[config.mk]
export PLATFORM = sky130hd
export DESIGN_NAME = ball_engine
export DESIGN_NICKNAME = d
export VERILOG_FILES = /design/src/rtl/ball_engine.sv
export SDC_FILE = /design/constraint.sdc
export NUM_CORES = 1
export LEC_CHECK = 0
export CAP_MARGIN = 20
export CORE_UTILIZATION = 60
export CTS_BUF_LIST = sky130_fd_sc_hd__clkbuf_4
export DETAILED_ROUTE_END_ITERATION = 6
export GPL_TIMING_DRIVEN = 0
export MAX_ROUTING_LAYER = met4
export PLACE_DENSITY = 0.9
export SYNTH_ARGS = -nofsm -noshare
export SYNTH_HDL_FRONTEND = slang
export SYNTH_SLANG_ARGS = --single-unit
[constraint.sdc]
create_clock -name clock -period 6.1 [get_ports clock]
set_input_delay 0.915 -clock clock [delete_from_list [all_inputs] [get_ports clock]]
set_output_delay 0.915 -clock clock [all_outputs]
set_load 0.05 [all_outputs]
[src/rtl/ball_engine.sv]
// ball_engine: serve/play/score ball mover with paddle deflection, wall clamping and rally speed-up
module ball_engine #(
  parameter int X_WIDTH          = 8,
  parameter int Y_WIDTH          = 9,
  parameter int X_START          = 115,
  parameter int Y_START          = 240,
  parameter int TOP_BOUND        = 175,
  parameter int BOTTOM_BOUND     = 310,
  parameter int LEFT_PADDLE_X    = 30,
  parameter int RIGHT_PADDLE_X   = 210,
  parameter int LEFT_GOAL        = 10,
  parameter int RIGHT_GOAL       = 230,
  parameter int BASE_SPEED       = 1,
  parameter int MAX_SPEED        = 4,
  parameter int HITS_PER_SPEEDUP = 4,
  parameter int SERVE_DELAY      = 60,
  parameter int SPEED_W          = 3
) (
  input  logic               clock,
  input  logic               reset,
  input  logic               tick,
  input  logic               serve,
  input  logic               leftHit,
  input  logic               rightHit,
  input  logic [1:0]         hitZone,
  output logic [X_WIDTH-1:0] ballXValue,
  output logic [Y_WIDTH-1:0] ballYValue,
  output logic               direction,
  output logic [SPEED_W-1:0] speed,
  output logic               inPlay,
  output logic               scoreLeft,
  output logic               scoreRight
);
  typedef enum logic [1:0] {IDLE, SERVE_WAIT, PLAY, SCORED} state_t;
  localparam int HW = $clog2(HITS_PER_SPEEDUP + 1);
  localparam int DW = SERVE_DELAY > 0 ? $clog2(SERVE_DELAY + 1) : 1;
  localparam logic [DW-1:0] D_LAST = DW'(SERVE_DELAY > 0 ? SERVE_DELAY - 1 : 0);
  localparam logic [HW-1:0] HITS = HW'(HITS_PER_SPEEDUP);
  localparam logic [SPEED_W-1:0] BASE_SP = SPEED_W'(BASE_SPEED);
  localparam logic [SPEED_W-1:0] MAX_SP = SPEED_W'(MAX_SPEED);
  localparam logic [X_WIDTH:0] LPX = (X_WIDTH+1)'(LEFT_PADDLE_X);
  localparam logic [X_WIDTH:0] RPX = (X_WIDTH+1)'(RIGHT_PADDLE_X);
  localparam logic [X_WIDTH:0] LGX = (X_WIDTH+1)'(LEFT_GOAL);
  localparam logic [X_WIDTH:0] RGX = (X_WIDTH+1)'(RIGHT_GOAL);
  localparam logic [Y_WIDTH:0] TOPY = (Y_WIDTH+1)'(TOP_BOUND);
  localparam logic [Y_WIDTH:0] BOTY = (Y_WIDTH+1)'(BOTTOM_BOUND);
  localparam logic [X_WIDTH-1:0] XS = X_WIDTH'(X_START);
  localparam logic [Y_WIDTH-1:0] YS = Y_WIDTH'(Y_START);

  state_t state_q, state_d;
  logic [X_WIDTH-1:0] x_q, x_d;
  logic [Y_WIDTH-1:0] y_q, y_d;
  logic [SPEED_W-1:0] speed_q, speed_d;
  logic [HW-1:0] hit_cnt_q, hit_cnt_d;
  logic [DW-1:0] delay_cnt_q, delay_cnt_d;
  logic dir_q, dir_d, ydir_q, ydir_d, yflat_q, yflat_d, toggle_q, toggle_d;
  logic score_l_q, score_l_d, score_r_q, score_r_d;

  logic hit, flat_zone, wrap, dir_h, ydir_h, yflat_h, goal_l, goal_r, y_clamp;
  logic [HW-1:0] cnt_inc, hit_cnt_h;
  logic [SPEED_W-1:0] speed_h;
  logic [X_WIDTH:0] x_ext, sp_x, x_nxt;
  logic [Y_WIDTH:0] y_ext, step, y_dn, y_nxt;

  // Per-tick play arithmetic: hit effects first, then the moves using the post-hit speed and direction
  always_comb begin
    x_ext     = {1'b0, x_q};
    y_ext     = {1'b0, y_q};
    hit       = (!dir_q && leftHit && x_ext <= LPX) || (dir_q && rightHit && x_ext >= RPX);
    flat_zone = hitZone == 2'b00 || hitZone == 2'b11;
    dir_h     = dir_q ^ hit;
    ydir_h    = hit && !flat_zone ? hitZone[1] : ydir_q;
    yflat_h   = hit ? flat_zone : yflat_q;
    cnt_inc   = hit_cnt_q + 1'b1;
    wrap      = hit && cnt_inc == HITS;
    hit_cnt_h = hit ? (wrap ? '0 : cnt_inc) : hit_cnt_q;
    speed_h   = wrap && speed_q < MAX_SP ? speed_q + 1'b1 : speed_q;
    sp_x      = (X_WIDTH+1)'(speed_h);
    x_nxt     = dir_h ? x_ext + sp_x : x_ext - sp_x;
    goal_r    = !dir_h && (x_ext < sp_x || x_nxt <= LGX);
    goal_l    = dir_h && x_nxt >= RGX;
    step      = yflat_h ? '0 : (Y_WIDTH+1)'(speed_h);
    y_dn      = y_ext + step;
    y_clamp   = ydir_h ? y_dn > BOTY : y_ext < TOPY + step;
    y_nxt     = ydir_h ? (y_clamp ? BOTY : y_dn) : (y_clamp ? TOPY : y_ext - step);
  end

  // Next-state and register updates for the serve/play/score sequence
  always_comb begin
    state_d     = state_q;
    x_d         = x_q;
    y_d         = y_q;
    speed_d     = speed_q;
    hit_cnt_d   = hit_cnt_q;
    delay_cnt_d = delay_cnt_q;
    dir_d       = dir_q;
    ydir_d      = ydir_q;
    yflat_d     = yflat_q;
    toggle_d    = toggle_q;
    score_l_d   = 1'b0;
    score_r_d   = 1'b0;
    case (state_q)
      IDLE: if (serve) begin
        speed_d     = BASE_SP;
        hit_cnt_d   = '0;
        yflat_d     = 1'b0;
        ydir_d      = toggle_q;
        toggle_d    = !toggle_q;
        delay_cnt_d = '0;
        state_d     = SERVE_DELAY == 0 ? PLAY : SERVE_WAIT;
      end
      SERVE_WAIT: if (tick) begin
        delay_cnt_d = delay_cnt_q + 1'b1;
        state_d     = delay_cnt_q == D_LAST ? PLAY : SERVE_WAIT;
      end
      PLAY: if (tick) begin
        dir_d     = goal_r ? 1'b0 : goal_l ? 1'b1 : dir_h;
        ydir_d    = goal_r || goal_l ? ydir_h : ydir_h ^ y_clamp;
        yflat_d   = yflat_h;
        hit_cnt_d = hit_cnt_h;
        speed_d   = speed_h;
        score_r_d = goal_r;
        score_l_d = goal_l;
        state_d   = goal_r || goal_l ? SCORED : PLAY;
        x_d       = goal_r || goal_l ? x_q : x_nxt[X_WIDTH-1:0];
        y_d       = goal_r || goal_l ? y_q : y_nxt[Y_WIDTH-1:0];
      end
      default: begin
        x_d     = XS;
        y_d     = YS;
        state_d = IDLE;
      end
    endcase
  end

  // State register with synchronous reset to the serve position
  always_ff @(posedge clock) begin
    if (reset) begin
      state_q     <= IDLE;
      x_q         <= XS;
      y_q         <= YS;
      speed_q     <= BASE_SP;
      hit_cnt_q   <= '0;
      delay_cnt_q <= '0;
      dir_q       <= 1'b0;
      ydir_q      <= 1'b0;
      yflat_q     <= 1'b0;
      toggle_q    <= 1'b0;
      score_l_q   <= 1'b0;
      score_r_q   <= 1'b0;
    end else begin
      state_q     <= state_d;
      x_q         <= x_d;
      y_q         <= y_d;
      speed_q     <= speed_d;
      hit_cnt_q   <= hit_cnt_d;
      delay_cnt_q <= delay_cnt_d;
      dir_q       <= dir_d;
      ydir_q      <= ydir_d;
      yflat_q     <= yflat_d;
      toggle_q    <= toggle_d;
      score_l_q   <= score_l_d;
      score_r_q   <= score_r_d;
    end
  end

  assign ballXValue = x_q;
  assign ballYValue = y_q;
  assign direction  = dir_q;
  assign speed      = speed_q;
  assign inPlay     = state_q == PLAY;
  assign scoreLeft  = score_l_q;
  assign scoreRight = score_r_q;
endmodule

==> impl_metrics.yaml, run 1 <==
floorplan:
  io_pins: 32
  fp-row-count: 26
  core_region_area_um2: 5240
  fp.dieArea_um2: 5900
  dieWidth_um: 76.8
  die_y_um: 76.8
  start_util: 0.641
sta:
  tightest_slew_ns: 0.731
  clock_skew_ns: 0.0301
  relSlewSlack: 0.513
  max_freq_mhz: 173
  setup_viol: 0
  period_minus_slack_ns: 5.77
  setup_ws_ns: 0.329
  hold_violations: 0
  maxSlewViolCount: 0
  fin_crit_sh: 0.946
logic_synthesis:
  syn_inst: 420
  syn_avg_cell_area_um2: 8.00
  ys.flop_type: "dfxtp_1"
  synth_area_um2: 3360
  synth_seq_area_share: 0.221
  synth_nets: 457
  ys_ff_latch: 37
  yosys-top-cells-area: "dfxtp_1, ha_1, a21oi_1"
  synth-edff-count: 0
  synth_top_area_share: 0.221
  synth_most_common_cell: "nand2_1"
  synthTopCellsByCount: "nand2_1, dfxtp_1, a21oi_1, nor2_1, ha_1"
  async_flop_share: 0
  synth.distinct_cells: 68
  synth_top_area_cell: "dfxtp_1"
  ys_warn_count: 0
detailed_routing:
  wl_met3_um: 679
  wl_um: 8820
  avgRoutedWirePerCell_um: 16.7
  drt_iter0_drc: 351
  vias: 3387
  avgViaCountPerCell: 6.41
  dr.max_layer_used: "met4"
  drc: 0
  dr_wl_met2_um: 4200
  dr.pass1.iters: 5
  ant_nets: 0
  wl_met1_um: 3660
power:
  switching_power_uw: 138
  p_leak_uw: 0.00144
  p_int_uw: 351
  p_sw_frac: 0.283
  total_power_uw: 489
  clkPwrFrac: 0.376
  peakVddDrop_v: 0.0000986
  cellPowerDensity_nw_per_um2: 127
  p_seq_frac: 0.505
  power_frac_comb: 0.119
place:
  dpl.hpwl_um: 6600
  dpl_worst_slack_ns: 0.00986
  placement.io_buffers: 30
  place_congestion: 0.971
  placed_cell_area_um2: 3750
clock_tree:
  worstSkewPairLatency_ns: 0.38
  cts_setup_buffers: 0
  clockRootBuffer: "clkbuf_4"
  cts.clk_slew.worst_paths_ns: 0.15
  clkSinkCount: 37
  numCtsBuffers: 5
  htree_levels: 2
  cts_tree: "built"
  clk_path_buf_depth: 2
grt:
  antenna_found_initial: 0
  grt_use_total: 0.320
  overflow: 0
  grt_pass1_wl_um: 14600
  grt_pass1_vias: 3161
  grt_max_degree: 13
setup_path:
  cp_max_fo: 9
  worstPathArrival_ns: 6.06
  rr_worst_depth: 18
  critPathLaunchType: "input pin"
  criticalPathCategory: "input pin to register"
  worstPathRequired_ns: 6.39
  end_kind: "register"
hold_path:
  hold_class: "register to register"
  hold_depth: 2
cells_and_area:
  syn_to_final_growth_pct: 14.2
  num_antenna_cells: 0
  fin_area_um2: 3840
  multi_input_area_um2: 2450
  drive_above_1_share: 0.0852
  n_fill_cell: 415
  ff_latch_area_um2: 741
  nets: 494
flow_run:
  max-cap-violations: 0
status:
  run_status: "finished clean"
## worst max-delay path: stages
cell             delay, ns
clkdlybuf4s50_1       0.46
nand2_1               0.10
or3_1                 0.44
o21ai_1               0.37
nand3b_1              0.29
xnor2_2               0.33
nand2b_1              0.20
inv_1                 0.12
ha_1                  0.19
inv_1                 0.06
fa_1                  0.45
or2_2                 0.32
a2111oi_0             0.59
a311o_1               0.25
a2111oi_4             0.11
o211ai_2              0.43
o31ai_1               0.11
a221o_1               0.32
## power by group through the flow
stage / clock network, µW / registers (µW) / logic [µW]
final: 184 / 247 / 58.0
after global routing: 192 / 247 / 63.2
after CTS: 184 / 247 / 56.8
after detailed placement: 0 / 252 / 56.4
after global placement: 0 / 252 / 56.0
after floorplan: 0 / 256 / 35.7
## per-stage QoR
step,util,cells,hold WS (ns),TNS (ns)
after floorplan,-,420,0.437,0
after global placement,0.715,520,0.443,0
after global routing,0.732,528,0.501,-0.0508
after CTS,0.730,528,0.470,0
final,0.732,528,0.469,0
after detailed placement,0.715,520,0.451,0
## state kept, by name (all words and copies together), names as in the netlist
name         cells
toggle_q         1
scoreLeft        1
speed            3
state_q          2
ballYValue       9
ydir_q           1
yflat_q          1
ballXValue       8
delay_cnt_q      6
scoreRight       1
hit_cnt_q        3
direction        1
## worst paths after layout
| check | start | to | slack, ns |
|---|---|---|---|
| max reg2reg | ballXValue[4]$_SDFFE_PP1P_ | ballYValue[3]$_SDFFE_PP0P_ | 0.57 |
| min | yflat_q$_SDFFE_PP0P_ | yflat_q$_SDFFE_PP0P_ | 0.47 |
| max | rightHit | ballYValue[3]$_SDFFE_PP0P_ | 0.33 |
| min reg2reg | yflat_q$_SDFFE_PP0P_ | yflat_q$_SDFFE_PP0P_ | 0.47 |
## area by class of cell
| cell class | count | area share |
|---|---|---|
| buffer | 20 | 0.0228 |
| sequential | 37 | 0.193 |
| clock inverter | 3 | 0.0108 |
| multi-input combinational | 339 | 0.639 |
| tap | 70 | 0.0228 |
| inverter | 24 | 0.0235 |
| clock buffer | 5 | 0.00978 |
| timing repair buffer | 30 | 0.0783 |
## placed cells by master (no fill, tap or decap), types with 3 or more instances in the layout
cell type / Yosys / final
nand2_1: 41 / 41
dfxtp_1: 37 / 37
nor2_1: 32 / 32
a21oi_1: 32 / 32
clkdlybuf4s50_1: 0 / 30
ha_1: 25 / 25
inv_1: 24 / 24
o21ai_0: 17 / 17
nor2b_1: 14 / 14
nand3_1: 13 / 13
clkbuf_1: 12 / 12
nand2b_1: 11 / 11
o211ai_1: 10 / 10
xnor2_1: 11 / 10
or2_2: 8 / 8
xor2_1: 7 / 7
or3_1: 6 / 6
a31oi_1: 6 / 6
nor3_1: 6 / 6
nor4_1: 6 / 6
nand4_1: 6 / 6
o221ai_1: 6 / 6
and2_1: 5 / 5
clkbuf_4: 0 / 5
buf_2: 4 / 4
o2111ai_1: 4 / 4
a21o_1: 4 / 4
mux2i_1: 4 / 4
fa_1: 4 / 4
nor4b_1: 3 / 3
nand3b_1: 3 / 3
mux2_2: 3 / 3
buf_1: 3 / 3
a2111o_1: 3 / 3
a2111oi_4: 3 / 3
a32oi_1: 3 / 3
o31ai_1: 3 / 3
a221o_1: 3 / 3
## per-layer routing
metal	up-vias	global-route usage
met4	0	0.154
met1	1558	0.387
met3	30	0.0548
met2	182	0.513
met5	-	-
li1	1617	-
## cells by family (layout without fill, tap and decap cells)
| group | count (synthesis) | count (layout) | synth area share |
|---|---|---|---|
| AND/OR/NAND/NOR | 166 | 166 | 0.270 |
| XOR/XNOR | 18 | 18 | 0.0469 |
| adder cells (fa/ha/maj) | 29 | 29 | 0.117 |
| buffers and inverters | 44 | 82 | 0.0529 |
| flip-flops | 37 | 37 | 0.221 |
| AO/OA/AOI/OAI | 118 | 118 | 0.266 |
| multiplexers | 8 | 8 | 0.0261 |
## what timing repair did
| action | CTS | global route |
|---|---|---|
| hold buffers | 0 | 0 |
| gates resized for setup | 0 | 2 |
| setup endpoints to repair | 0 | 5 |
Note: power is estimated with default switching activity, not from simulation.
==> run 2, diff against run 1 <==
GPL_ROUTABILITY_DRIVEN = 0   (was unset)
==> run 2 against run 1 <==
- register-to-register slack better by 0.06 ns
- clock skew is 0.014 ns lower
- clock power is 9% lower
- combinational power is 0.9% higher
- critical path type unchanged
- cell count is 0.19% lower
- highest routed layer unchanged
==> impl_metrics.yaml, run 2 (synthesized netlist as in run 1, its figures left out) <==
sta:
  rsz0062_at_grt: "no"
  tns_ns: 0
  fin_crit_sh: 0.950
  max_freq_mhz: 173
  clock_skew_ns: 0.0163
  period_minus_slack_ns: 5.79
  relSlewSlack: 0.500
  tightest_slew_ns: 0.748
  setup_ws_ns: 0.307
  hold_violations: 0
  setup_viol: 0
  maxSlewViolCount: 0
detailed_routing:
  vias: 3460
  dr.pass1.iters: 5
  avgRoutedWirePerCell_um: 17.0
  wl_um: 8980
  ant_nets: 0
  drt_iter0_drc: 315
  avgViaCountPerCell: 6.57
  drc: 0
cells_and_area:
  multi_input_area_um2: 2450
  layout_commonest_cell: "nand2_1"
  fin_area_um2: 3830
  syn_to_final_growth_pct: 13.9
  n_fill_cell: 402
  drive_above_1_share: 0.0832
  nets: 494
  largest_reg_flops: 9
  num_antenna_cells: 0
  finish.utilization: 0.731
  ff_latch_area_um2: 741
  most-common-layout-cells: "nand2_1, dfxtp_1, nor2_1, a21oi_1, clkdlybuf4s50_1"
floorplan:
  die_y_um: 76.8
  dieWidth_um: 76.8
  fp-row-count: 26
  core_region_area_um2: 5240
  fp.dieArea_um2: 5900
  io_pins: 32
  start_util: 0.641
setup_path:
  critPathLaunchType: "input pin"
  criticalPathCategory: "input pin to register"
  worstPathArrival_ns: 6.01
  worstPathRequired_ns: 6.31
  cp_max_fo: 9
  end_kind: "register"
clock_tree:
  cts_resized: 0
  cts.hold.buffers_added: 0
  clk_path_buf_depth: 2
  clkSinkCount: 37
  cts_setup_buffers: 0
  numCtsBuffers: 5
  clockRootBuffer: "clkbuf_4"
  worstSkewPairLatency_ns: 0.36
  cts.clk_slew.worst_paths_ns: 0.12
  cts_tree: "built"
  htree_levels: 2
grt:
  grt_use_total: 0.318
  grt_max_degree: 12
  grt_pass1_vias: 3192
  antenna_found_initial: 0
  overflow: 0
  grt_pass1_wl_um: 14700
power:
  clkPwrFrac: 0.354
  p_int_uw: 349
  power_frac_comb: 0.124
  p_sw_frac: 0.262
  p_leak_uw: 0.00143
  peakVddDrop_v: 0.0000858
  p_seq_frac: 0.522
  cellPowerDensity_nw_per_um2: 124
  switching_power_uw: 124
place:
  dpl.hpwl_um: 6670
  placement.io_buffers: 30
  placed_cell_area_um2: 3750
  dpl_worst_slack_ns: 0.00834
status:
  run_status: "finished clean"
flow_run:
  max-cap-violations: 0
hold_path:
  hold_class: "register to register"
-- run 2: layer usage --
metal | track usage | up-vias | routed length [µm]
met5 | - | - | 0
met4 | 0.162 | 0 | 399
met3 | 0.0464 | 49 | 586
met2 | 0.507 | 177 | 4210
met1 | 0.389 | 1622 | 3780
li1 | - | 1612 | -
-- run 2: metrics by stage --
step                      hold slack (ns)  power, µW  cells
after CTS                           0.465        474    527
after global placement              0.442        308    520
after global routing                0.492        494    527
final                               0.464        473    527
after detailed placement            0.450        309    520
after floorplan                     0.437        292    420
-- run 2: layout make-up --
| type | instances | share of cell area |
|---|---|---|
| plain buffers | 20 | 0.0229 |
| clock buffers | 5 | 0.00981 |
| clock inverters | 2 | 0.00916 |
| inverters | 24 | 0.0235 |
| multi-input cells | 339 | 0.640 |
| flip-flops and latches | 37 | 0.194 |
| well taps | 70 | 0.0229 |
| repair buffers | 30 | 0.0785 |
-- run 2: final timing paths --
check / from / to / slack [ns] / cells past startpoint
setup / recovery: rightHit / ballYValue[4]$_SDFFE_PP1P_ / 0.31 / 18
hold / removal: yflat_q$_SDFFE_PP0P_ / yflat_q$_SDFFE_PP0P_ / 0.46 / 2
hold reg to reg: yflat_q$_SDFFE_PP0P_ / yflat_q$_SDFFE_PP0P_ / 0.46 / 2
setup reg to reg: ballXValue[4]$_SDFFE_PP1P_ / ballYValue[4]$_SDFFE_PP1P_ / 0.63 / 18
-- run 2: power by group through the flow --
stage	logic, µW	registers (µW)	clock network, µW
after floorplan	35.7	256	0
after global placement	55.6	252	0
after detailed placement	56.7	252	0
after CTS	57.1	247	170
after global routing	63.3	248	183
final	58.5	247	167
-- run 2: critical path: stages --
cell             delay, ns
clkdlybuf4s50_1       0.46
nand2_1               0.11
or3_1                 0.44
o21ai_1               0.36
nand3b_1              0.27
xnor2_2               0.34
nand2b_1              0.21
inv_1                 0.13
ha_1                  0.19
inv_1                 0.06
fa_1                  0.43
o21bai_1              0.36
xnor2_1               0.12
a311o_1               0.40
a2111oi_4             0.51
o211ai_2              0.26
o221ai_1              0.28
a32oi_1               0.13
